## src/rtl/usb_rx_pkg.sv

```systemverilog
// Shared definitions for the USB receive byte assembler: FSM state encoding,
// SYNC byte value and PID width.
// Optional feature macro used by the assembler: USB_RX_STUFF_ERR_EN.
package usb_rx_pkg;

    typedef enum logic [1:0] {
        IDLE = 2'd0,
        HUNT = 2'd1,
        RECV = 2'd2
    } rx_asm_state_t;

    // SYNC field (KJKJKJKK) as it appears after NRZI decode and LSB-first assembly
    localparam logic [7:0] SYNC_BYTE = 8'h80;

    // PID byte width (4-bit PID plus its complement)
    localparam int PID_W = 8;

    // A sample is a real data bit only when strobed, not stuffed and not SE0
    function automatic logic is_accepted(input logic shift_enable,
                                         input logic shift_stop,
                                         input logic eop);
        return shift_enable && !shift_stop && !eop;
    endfunction

endpackage

```

## src/rtl/usb_rx_byte_assembler_if.sv

```systemverilog
// Bit-level input bundle and byte/status output bundle of the USB receive
// byte assembler. The stuff_error signal exists only when
// USB_RX_STUFF_ERR_EN is defined.
interface usb_rx_byte_assembler_if #(
    parameter int DATA_W = 8
);
    logic              d_orig;
    logic              d_edge;
    logic              shift_enable;
    logic              shift_stop;
    logic              eop;
    logic [DATA_W-1:0] rx_data;
    logic              rx_data_valid;
    logic              sync_detected;
    logic              rx_busy;
    logic              rx_done;
    logic              rx_error;
`ifdef USB_RX_STUFF_ERR_EN
    logic              stuff_error;
`endif

    // Upstream side: bit-unstuff stage feeding bits, consumers reading results
    modport master (
        output d_orig,
        output d_edge,
        output shift_enable,
        output shift_stop,
        output eop,
        input  rx_data,
        input  rx_data_valid,
        input  sync_detected,
        input  rx_busy,
        input  rx_done,
`ifdef USB_RX_STUFF_ERR_EN
        input  stuff_error,
`endif
        input  rx_error
    );

    // Assembler side
    modport slave (
        input  d_orig,
        input  d_edge,
        input  shift_enable,
        input  shift_stop,
        input  eop,
        output rx_data,
        output rx_data_valid,
        output sync_detected,
        output rx_busy,
        output rx_done,
`ifdef USB_RX_STUFF_ERR_EN
        output stuff_error,
`endif
        output rx_error
    );

endinterface

```

## src/rtl/rx_sipo_shift.sv

```systemverilog
// Serial-in parallel-out right-shift register. New bits enter at the MSB so
// that after WIDTH shifts the first bit received sits in bit 0 (LSB-first).
module rx_sipo_shift #(
    parameter int WIDTH = 8
) (
    input  logic             clk,
    input  logic             n_rst,
    input  logic             clear,
    input  logic             shift,
    input  logic             din,
    output logic [WIDTH-1:0] q
);

    logic [WIDTH-1:0] q_reg;

    // Clear wins over shift so a fresh hunt always starts from all zeros
    always_ff @(posedge clk or negedge n_rst) begin
        if (!n_rst) begin
            q_reg <= '0;
        end else if (clear) begin
            q_reg <= '0;
        end else if (shift) begin
            q_reg <= {din, q_reg[WIDTH-1:1]};
        end
    end

    assign q = q_reg;

endmodule

```

## src/rtl/usb_rx_byte_assembler.sv

```systemverilog
// USB receive byte assembler: hunts for SYNC, assembles LSB-first bytes and
// frames packets on EOP. All outputs are registered.
// Optional feature macro: USB_RX_STUFF_ERR_EN (adds stuff_error and treats a
// stuffed bit that is not zero as a packet error while receiving).
module usb_rx_byte_assembler
    import usb_rx_pkg::*;
#(
    parameter int              DATA_W       = 8,
    parameter logic [DATA_W-1:0] SYNC_PATTERN = SYNC_BYTE,
    parameter int              SYNC_TIMEOUT = 16
) (
    input  logic                    clk,
    input  logic                    n_rst,
    usb_rx_byte_assembler_if.slave  bus
);

    localparam int BIT_W  = $clog2(DATA_W);
    localparam int HUNT_W = $clog2(SYNC_TIMEOUT + 1);

    rx_asm_state_t     state;
    logic [BIT_W-1:0]  bit_cnt;
    logic [HUNT_W-1:0] hunt_cnt;
    logic [DATA_W-1:0] rx_data_q;
    logic              rx_data_valid_q;
    logic              sync_detected_q;
    logic              rx_busy_q;
    logic              rx_done_q;
    logic              rx_error_q;
`ifdef USB_RX_STUFF_ERR_EN
    logic              stuff_error_q;
`endif

    logic              accepted;
    logic              eop_strobe;
    logic              sr_clear;
    logic              sr_shift;
    logic [DATA_W-1:0] sr_q;
    logic [DATA_W-1:0] sr_shifted;

    assign accepted   = is_accepted(bus.shift_enable, bus.shift_stop, bus.eop);
    assign eop_strobe = bus.shift_enable && bus.eop;
    assign sr_clear   = (state == IDLE) && bus.d_edge;
    assign sr_shift   = accepted && (state != IDLE);
    // Value the shift register will hold after this accepted bit
    assign sr_shifted = {bus.d_orig, sr_q[DATA_W-1:1]};

    rx_sipo_shift #(
        .WIDTH (DATA_W)
    ) u_sipo (
        .clk   (clk),
        .n_rst (n_rst),
        .clear (sr_clear),
        .shift (sr_shift),
        .din   (bus.d_orig),
        .q     (sr_q)
    );

    // Framing FSM with counters and registered status/data outputs.
    // A SYNC match is only considered once a full byte has been shifted in
    // since the hunt started; otherwise the cleared register plus a single 1
    // would already look like 8'h80.
    always_ff @(posedge clk or negedge n_rst) begin
        if (!n_rst) begin
            state           <= IDLE;
            bit_cnt         <= '0;
            hunt_cnt        <= '0;
            rx_data_q       <= '0;
            rx_data_valid_q <= 1'b0;
            sync_detected_q <= 1'b0;
            rx_busy_q       <= 1'b0;
            rx_done_q       <= 1'b0;
            rx_error_q      <= 1'b0;
`ifdef USB_RX_STUFF_ERR_EN
            stuff_error_q   <= 1'b0;
`endif
        end else begin
            rx_data_valid_q <= 1'b0;
            sync_detected_q <= 1'b0;
            rx_done_q       <= 1'b0;
            rx_error_q      <= 1'b0;
`ifdef USB_RX_STUFF_ERR_EN
            stuff_error_q   <= 1'b0;
`endif
            case (state)
                IDLE: begin
                    if (bus.d_edge) begin
                        state     <= HUNT;
                        hunt_cnt  <= '0;
                        rx_busy_q <= 1'b1;
                    end
                end

                HUNT: begin
                    if (eop_strobe) begin
                        rx_error_q <= 1'b1;
                        state      <= IDLE;
                        rx_busy_q  <= 1'b0;
                    end else if (accepted) begin
                        hunt_cnt <= hunt_cnt + HUNT_W'(1);
                        if ((hunt_cnt >= HUNT_W'(DATA_W - 1)) &&
                            (sr_shifted == SYNC_PATTERN)) begin
                            sync_detected_q <= 1'b1;
                            state           <= RECV;
                            bit_cnt         <= '0;
                        end else if (hunt_cnt == HUNT_W'(SYNC_TIMEOUT - 1)) begin
                            rx_error_q <= 1'b1;
                            state      <= IDLE;
                            rx_busy_q  <= 1'b0;
                        end
                    end
                end

                RECV: begin
                    if (eop_strobe) begin
                        // Partial byte is dropped; rx_data keeps the last full byte
                        if (bit_cnt == '0) begin
                            rx_done_q <= 1'b1;
                        end else begin
                            rx_error_q <= 1'b1;
                        end
                        state     <= IDLE;
                        rx_busy_q <= 1'b0;
                    end else if (accepted) begin
                        bit_cnt <= bit_cnt + BIT_W'(1);
                        if (bit_cnt == BIT_W'(DATA_W - 1)) begin
                            rx_data_q       <= sr_shifted;
                            rx_data_valid_q <= 1'b1;
                        end
                    end
`ifdef USB_RX_STUFF_ERR_EN
                    else if (bus.shift_enable && bus.shift_stop && bus.d_orig) begin
                        // A stuffed bit must be a zero; a one means the bus is corrupt
                        stuff_error_q <= 1'b1;
                        rx_error_q    <= 1'b1;
                        state         <= IDLE;
                        rx_busy_q     <= 1'b0;
                    end
`endif
                end

                default: begin
                    state     <= IDLE;
                    rx_busy_q <= 1'b0;
                end
            endcase
        end
    end

    assign bus.rx_data       = rx_data_q;
    assign bus.rx_data_valid = rx_data_valid_q;
    assign bus.sync_detected = sync_detected_q;
    assign bus.rx_busy       = rx_busy_q;
    assign bus.rx_done       = rx_done_q;
    assign bus.rx_error      = rx_error_q;
`ifdef USB_RX_STUFF_ERR_EN
    assign bus.stuff_error   = stuff_error_q;
`endif

endmodule
```

## src/flat_wrapper.sv

```systemverilog
// flat-port wrapper written by rule: the top's interface ports become plain ports
module usb_rx_byte_assembler_flat import usb_rx_pkg::*;
#(
    parameter int              DATA_W       = 8,
    parameter logic [DATA_W-1:0] SYNC_PATTERN = SYNC_BYTE,
    parameter int              SYNC_TIMEOUT = 16
)
  (clk, n_rst, bus_d_orig, bus_d_edge, bus_shift_enable, bus_shift_stop, bus_eop, bus_rx_data, bus_rx_data_valid, bus_sync_detected, bus_rx_busy, bus_rx_done, bus_rx_error);
  usb_rx_byte_assembler_if #(.DATA_W(DATA_W)) bus_i ();
  input  logic clk;
  input  logic n_rst;
  input wire logic [$bits(bus_i.d_orig)-1:0] bus_d_orig;
  input wire logic [$bits(bus_i.d_edge)-1:0] bus_d_edge;
  input wire logic [$bits(bus_i.shift_enable)-1:0] bus_shift_enable;
  input wire logic [$bits(bus_i.shift_stop)-1:0] bus_shift_stop;
  input wire logic [$bits(bus_i.eop)-1:0] bus_eop;
  output wire logic [$bits(bus_i.rx_data)-1:0] bus_rx_data;
  output wire logic [$bits(bus_i.rx_data_valid)-1:0] bus_rx_data_valid;
  output wire logic [$bits(bus_i.sync_detected)-1:0] bus_sync_detected;
  output wire logic [$bits(bus_i.rx_busy)-1:0] bus_rx_busy;
  output wire logic [$bits(bus_i.rx_done)-1:0] bus_rx_done;
  output wire logic [$bits(bus_i.rx_error)-1:0] bus_rx_error;
  assign bus_i.d_orig = bus_d_orig;
  assign bus_i.d_edge = bus_d_edge;
  assign bus_i.shift_enable = bus_shift_enable;
  assign bus_i.shift_stop = bus_shift_stop;
  assign bus_i.eop = bus_eop;
  assign bus_rx_data = bus_i.rx_data;
  assign bus_rx_data_valid = bus_i.rx_data_valid;
  assign bus_sync_detected = bus_i.sync_detected;
  assign bus_rx_busy = bus_i.rx_busy;
  assign bus_rx_done = bus_i.rx_done;
  assign bus_rx_error = bus_i.rx_error;
  usb_rx_byte_assembler #(.DATA_W(DATA_W), .SYNC_PATTERN(SYNC_PATTERN), .SYNC_TIMEOUT(SYNC_TIMEOUT)) u_core (.clk(clk), .n_rst(n_rst), .bus(bus_i));
endmodule
```

## config.mk

```make
export PLATFORM = sky130hd
export DESIGN_NAME = usb_rx_byte_assembler_flat
export DESIGN_NICKNAME = d
export VERILOG_FILES = /design/src/rtl/usb_rx_pkg.sv /design/src/rtl/usb_rx_byte_assembler_if.sv /design/src/rtl/rx_sipo_shift.sv /design/src/rtl/usb_rx_byte_assembler.sv /design/src/flat_wrapper.sv
export SDC_FILE = /design/constraint.sdc
export NUM_CORES = 1
export LEC_CHECK = 0
export CAP_MARGIN = 30
export CORE_MARGIN = 4
export CORE_UTILIZATION = 45
export DETAILED_ROUTE_END_ITERATION = 6
export PLACE_DENSITY = 0.74
export RECOVER_POWER = 25
export REMOVE_ABC_BUFFERS = 1
export SETUP_SLACK_MARGIN = 0.15
export SLEW_MARGIN = 10
export SYNTH_ARGS = -nofsm -noshare
export SYNTH_HDL_FRONTEND = slang
export SYNTH_SLANG_ARGS = --single-unit
```

## constraint.sdc

```tcl
create_clock -name clk -period 2.3 [get_ports clk]
set_input_delay 0.46 -clock clk [delete_from_list [all_inputs] [get_ports clk]]
set_output_delay 0.46 -clock clk [all_outputs]
set_load 0.03 [all_outputs]
```

-- Word-level counts from Yosys, hierarchy flattened
Index checks and enable logic that the tools add are counted.
- equal/unequal tests: 16
- reductions and logical operators: 19
- mux-type cells: 44
- order comparisons: 1
- add/sub/neg operators: 2
- bitwise operators: 1
- operators with widths (cell ; number):
    $mux 1 ; 23
    $mux 8 ; 2
    $mux 3 ; 5
    $mux 5 ; 3
    $mux 2 ; 6
    $reduce_and 4->1 ; 3
    $pmux 5 s2 ; 1
    $eq 8x8->1 const B ; 1
    $ne 2x1->1 const B ; 4
    $reduce_bool 2->1 ; 4
    $logic_and 1x1->1 ; 6
    $ne 2x2->1 const B ; 3
    $ne 3x1->1 const B ; 2
    $pmux 2 s3 ; 1
    $pmux 3 s2 ; 1
    $reduce_and 6->1 ; 1
    $add 5x1->5 const B ; 1
    $eq 5x4->1 const B ; 1
    $ge 5x3->1 const B ; 1
    $reduce_and 5->1 ; 1
    $ne 4x1->1 const B ; 1
    $add 3x1->3 const B ; 1
    $eq 3x3->1 const B ; 1
    $logic_not 3->1 ; 1
    8 further kinds ; 9
- output and inout bits: 13
- register bits after elaboration: 31
- word-level logic and storage cells: 93
- bits of input ports: 7

-- Depth between registers and ports, before layout
Gate-level depths: netlist of run 1.
- word-level depth: 6
- mapped depth: 8
- gate-level depth less buffers: 7

-- By module
From an unflattened synthesis of run 1, not the netlist that was laid out.
- cells, all modules: 138
- area, all modules: 1560.2 µm²
- modules (own cells, without submodules) (module ; cells an instance ; sequential area each (µm²) ; area an instance (µm²) ; times used):
    usb_rx_byte_assembler ; 112 ; 575.6 ; 1234.9 ; 1
    rx_sipo_shift ; 26 ; 200.2 ; 325.3 ; 1

-- Worst setup path before layout of run 1
No wires, ideal clock.
- path kind: in2reg
- start point: input port bus_eop
- end point: register u_core.hunt_cnt[3]
- arrival time: 1.636 ns
- required time: 2.179 ns
- library setup time: 0.121 ns
- setup slack: 0.543 ns
- stages on the path: 6
- path buffers: 2
- cells stage by stage: clkbuf_1 > or3b_1 > buf_2 > o21ai_0 > nand2_1 > a22o_1
- cells in the longest elaborated chain, start to end: 4
- elaborated cells between the ends (all ways): 6
- those cells by class: 2 x eq/ne; 4 x reduce/logical
- ends and longest elaborated chain (element ; RTL line ; RTL):
    start, declared ; flat_wrapper.sv:16 ; input wire logic [$bits(bus_i.eop)-1:0] bus_eop;
    $logic_not 1->1 ; usb_rx_pkg.sv:22 ; return shift_enable && !shift_stop && !eop;
    $logic_and 1x1->1 ; usb_rx_pkg.sv:22 ;
    $ne 2x1->1 (no source line) ; -- ;
    $reduce_and 4->1 (no source line) (*) ; -- ;
    end signal, assigned ; usb_rx_byte_assembler.sv:99 ; hunt_cnt <= hunt_cnt + HUNT_W'(1);
    end, declared ; usb_rx_byte_assembler.sv:22 ; logic [HUNT_W-1:0] hunt_cnt;
Mark *: on every way between the ends. The rest lies on a longest branch, timed or not.
A chain may end at the register's enable or synchronous reset.

-- Final worst setup path of run 1
- start point: register u_core.hunt_cnt[0]
- end point: register u_core.hunt_cnt[4]
- cells in the longest elaborated chain, start to end: 4
- ends and longest elaborated chain (element ; RTL line ; RTL):
    $add 5x1->5 ; usb_rx_byte_assembler.sv:99 ;
    $mux 5 ; usb_rx_byte_assembler.sv:98 ; end else if (accepted) begin
    $mux 5 ; usb_rx_byte_assembler.sv:94 ; if (eop_strobe) begin
    $pmux 5 s2 ; usb_rx_byte_assembler.sv:84 ; case (state)
Every way passes these cells. The select of a mux whose other input is x is not followed.

==> flow_summary.ini, run 1 <==
[layout]
fin_nets = 198
drive_above_1_share_pct = 16.8
antenna_cells = 0
largest_register_ffs = 8
syn_to_final_growth_pct = 22.1

[synthesis]
synthArstFlopShare_pct = 100
dominantRegCellSynth = dfrtp_1
synth_common_cells = dfrtp_1 (30), nand2_1 (17), o21ai_0 (13)
yosys.cell_count.top_type = dfrtp_1
synth_cells = 156
ys_seq_area_share_pct = 46.5
syn_area_mm2 = 0.00162
synthTopCellsByArea = dfrtp_1 (46%), ha_1 (6.2%), mux2i_1 (5.6%)
synth_area_per_cell_um2 = 10.4
synthDistinctLibCells = 42
synth_area_leader_cell = dfrtp_1
synth-edff-count = 0
yosys_warnings = 0
synth-seq-cells = 30
netlist.area_leader.share_pct = 46.5

[die]
fp.dieArea_mm2 = 0.00461
rows = 21
initial_core_util_pct = 47.7
ios = 20
dieWidth_um = 67.9
core_mm2 = 0.00339
die_h_um = 67.9

[drt]
vias = 1346
ant_nets = 0
via_per_inst = 5.85
remaining_drc_errors = 0
dr.pass1.iters = 4
drt_iter0_drc = 102
wirelength_um = 3630
wl_per_cell_um = 15.8

[place]
io_buffer_count = 19
dp.final_hpwl_um = 2590
gp_congestion = 0.836

[sta]
worst_pin_slew_ps = 738
finalMaxSlewViolations = 0
skew_ps = 9.81
finalHoldViolCount = 0
final-setup-viol-count = 0
slew_headroom_pct = 50.8
rsz0062_at_grt = false
post-route-min-period_ps = 1960
finalSetupTns_ps = 0
fin_crit_sh_pct = 85.4
max_freq_mhz = 509

[worst_setup_path]
path_buf_inv = 0
cp_max_fo = 5
endpoint_kind = register
setup.worst_path.start_class = register
required_ps = 2580
cp_top_family = simple AND/OR/NAND/NOR gates
cpMostUsedCell = ha_1
crit_arrival_ps = 2240
cp_cell_sequence = ha_1, and3_1, ha_1, nor4b_1, a22oi_1, nor2_1, a311o_1
critPathKind = register to register
crit_slowest_cell = dfrtp_1
slowest_delay_ps = 440

[clocking]
cts_hold_buffers = 0
worstSkewPairLatency_ps = 330
cts_inserted_buffers = 5
path_clk_slew_ps = 100
clockBufferDepth = 2
cts_tree = done
postCtsSetupBuffers = 0
cts_htree_levels = 2
clock_sinks = 30
cts_root_buf = clkbuf_4
cts_resized = 0

[global_route]
grt_pass1_wl_um = 6180
grt_overflow_total = 0
track_usage_pct = 17.9
grt_max_degree = 31
first_global_vias = 1367
antenna_found_initial = 0

[pwr]
p_int_uw = 1040
pwr-share-seq_pct = 39.6
total_power_uw = 1670
clock_power_share_pct = 23.4
irDropWorstVdd_mv = 0.402
power_density_mw_per_mm2 = 845
power_switching_share_pct = 37.8
p_leak_uw = 0.000915
p_sw_uw = 630
p_comb_share_pct = 37.0

[flow_run]
drv_cap = 0

[worst_hold_path]
hold_class = register to register

[outcome]
status = finished, final reports clean
per-stage QoR:
step                      hold WS (ps)  setup slack [ps]  util [%]  std cells  instance area [um2]
after detailed placement           493              7.35      55.9        222                 1900
after CTS                          514               359      58.3        230                 1970
final                              508               336      58.2        230                 1970
after global placement             489              60.4      55.9        222                 1900
after floorplan                    164               559         -        149                 1590
after global routing               541               252      58.2        230                 1970
per-layer routing:
metal | track usage, % | vias up | routed length (um)
met5 | 0 | - | 0
met4 | 7.44 | 0 | 66
met3 | 4.11 | 9 | 173
met2 | 32.6 | 38 | 1810
met1 | 20.0 | 680 | 1570
li1 | - | 619 | -
worst register-to-register path, delay by kind of cell (launching register included):
kind / cells / cell delay [ps]
compound gates: 2 / 250
fa+ha+maj: 2 / 520
flops: 1 / 440
simple gates: 3 / 700
placed cells by master (no fill, tap or decap), drive strengths merged, types with 6 or more instances in the layout:
cell type and instances:
a21oi 6, buf 7, clkbuf 9, clkdlybuf4s50 18, dfrtp 30, ha 8
inv 8, mux2 8, mux2i 9, nand2 17, nand3 6, nor2 7
o21ai 15
power groups by stage:
stage	combinational (uW)	clock [uW]	sequential [uW]
floorplan	388	0	678
CTS	607	399	661
detailed placement	604	0	672
finish	617	390	659
global placement	580	0	663
global route	679	429	670
layout make-up:
| class | count | area, um2 |
|---|---|---|
| Fill cell | 298 | 1420 |
| Multi-Input combinational cell | 110 | 803 |
| Sequential cell | 30 | 751 |
| Timing Repair Buffer | 27 | 248 |
| Clock buffer | 8 | 78.8 |
| Tap cell | 46 | 57.6 |
| Inverter | 9 | 33.8 |
logic make-up (layout without fill, tap and decap cells):
kind of cell / Yosys count / in the layout / synth area share [%]
multiplexers: 17 / 17 / 11.2
adder cells (fa/ha/maj): 8 / 8 / 6.20
AND/OR/NAND/NOR: 42 / 42 / 13.6
AO/OA/AOI/OAI: 43 / 43 / 18.7
buffers and inverters: 16 / 44 / 3.79
flip-flops: 30 / 30 / 46.5
worst paths after layout:
kind,from,endpoint,slack [ps],depth (start not counted)
worst max-delay path,u_core.hunt_cnt[0]$_DFFE_PN0P_,u_core.hunt_cnt[4]$_DFFE_PN0P_,340,7
worst min-delay path,u_core.bus.rx_data[7]$_DFFE_PN0P_,u_core.bus.rx_data[7]$_DFFE_PN0P_,510,1
worst max register to register,u_core.hunt_cnt[0]$_DFFE_PN0P_,u_core.hunt_cnt[4]$_DFFE_PN0P_,340,7
worst min register to register,u_core.bus.rx_data[7]$_DFFE_PN0P_,u_core.bus.rx_data[7]$_DFFE_PN0P_,510,1
max in group asynchronous,n_rst,u_core.bus.rx_data[1]$_DFFE_PN0P_,1120,2
min in group asynchronous,n_rst,u_core.bus.rx_busy$_DFFE_PN0P_,710,2
Note: power is estimated with default switching activity, not from simulation.
==> run 2: changes to the inputs <==
--- a/config.mk
+++ b/config.mk
@@ -13,6 +13,7 @@
 export RECOVER_POWER = 25
 export REMOVE_ABC_BUFFERS = 1
 export SETUP_SLACK_MARGIN = 0.15
+export SKIP_LAST_GASP = 1
 export SLEW_MARGIN = 10
 export SYNTH_ARGS = -nofsm -noshare
 export SYNTH_HDL_FRONTEND = slang
==> results of run 2 <==
Final layout, timing and power as in run 1 (identical DEF).
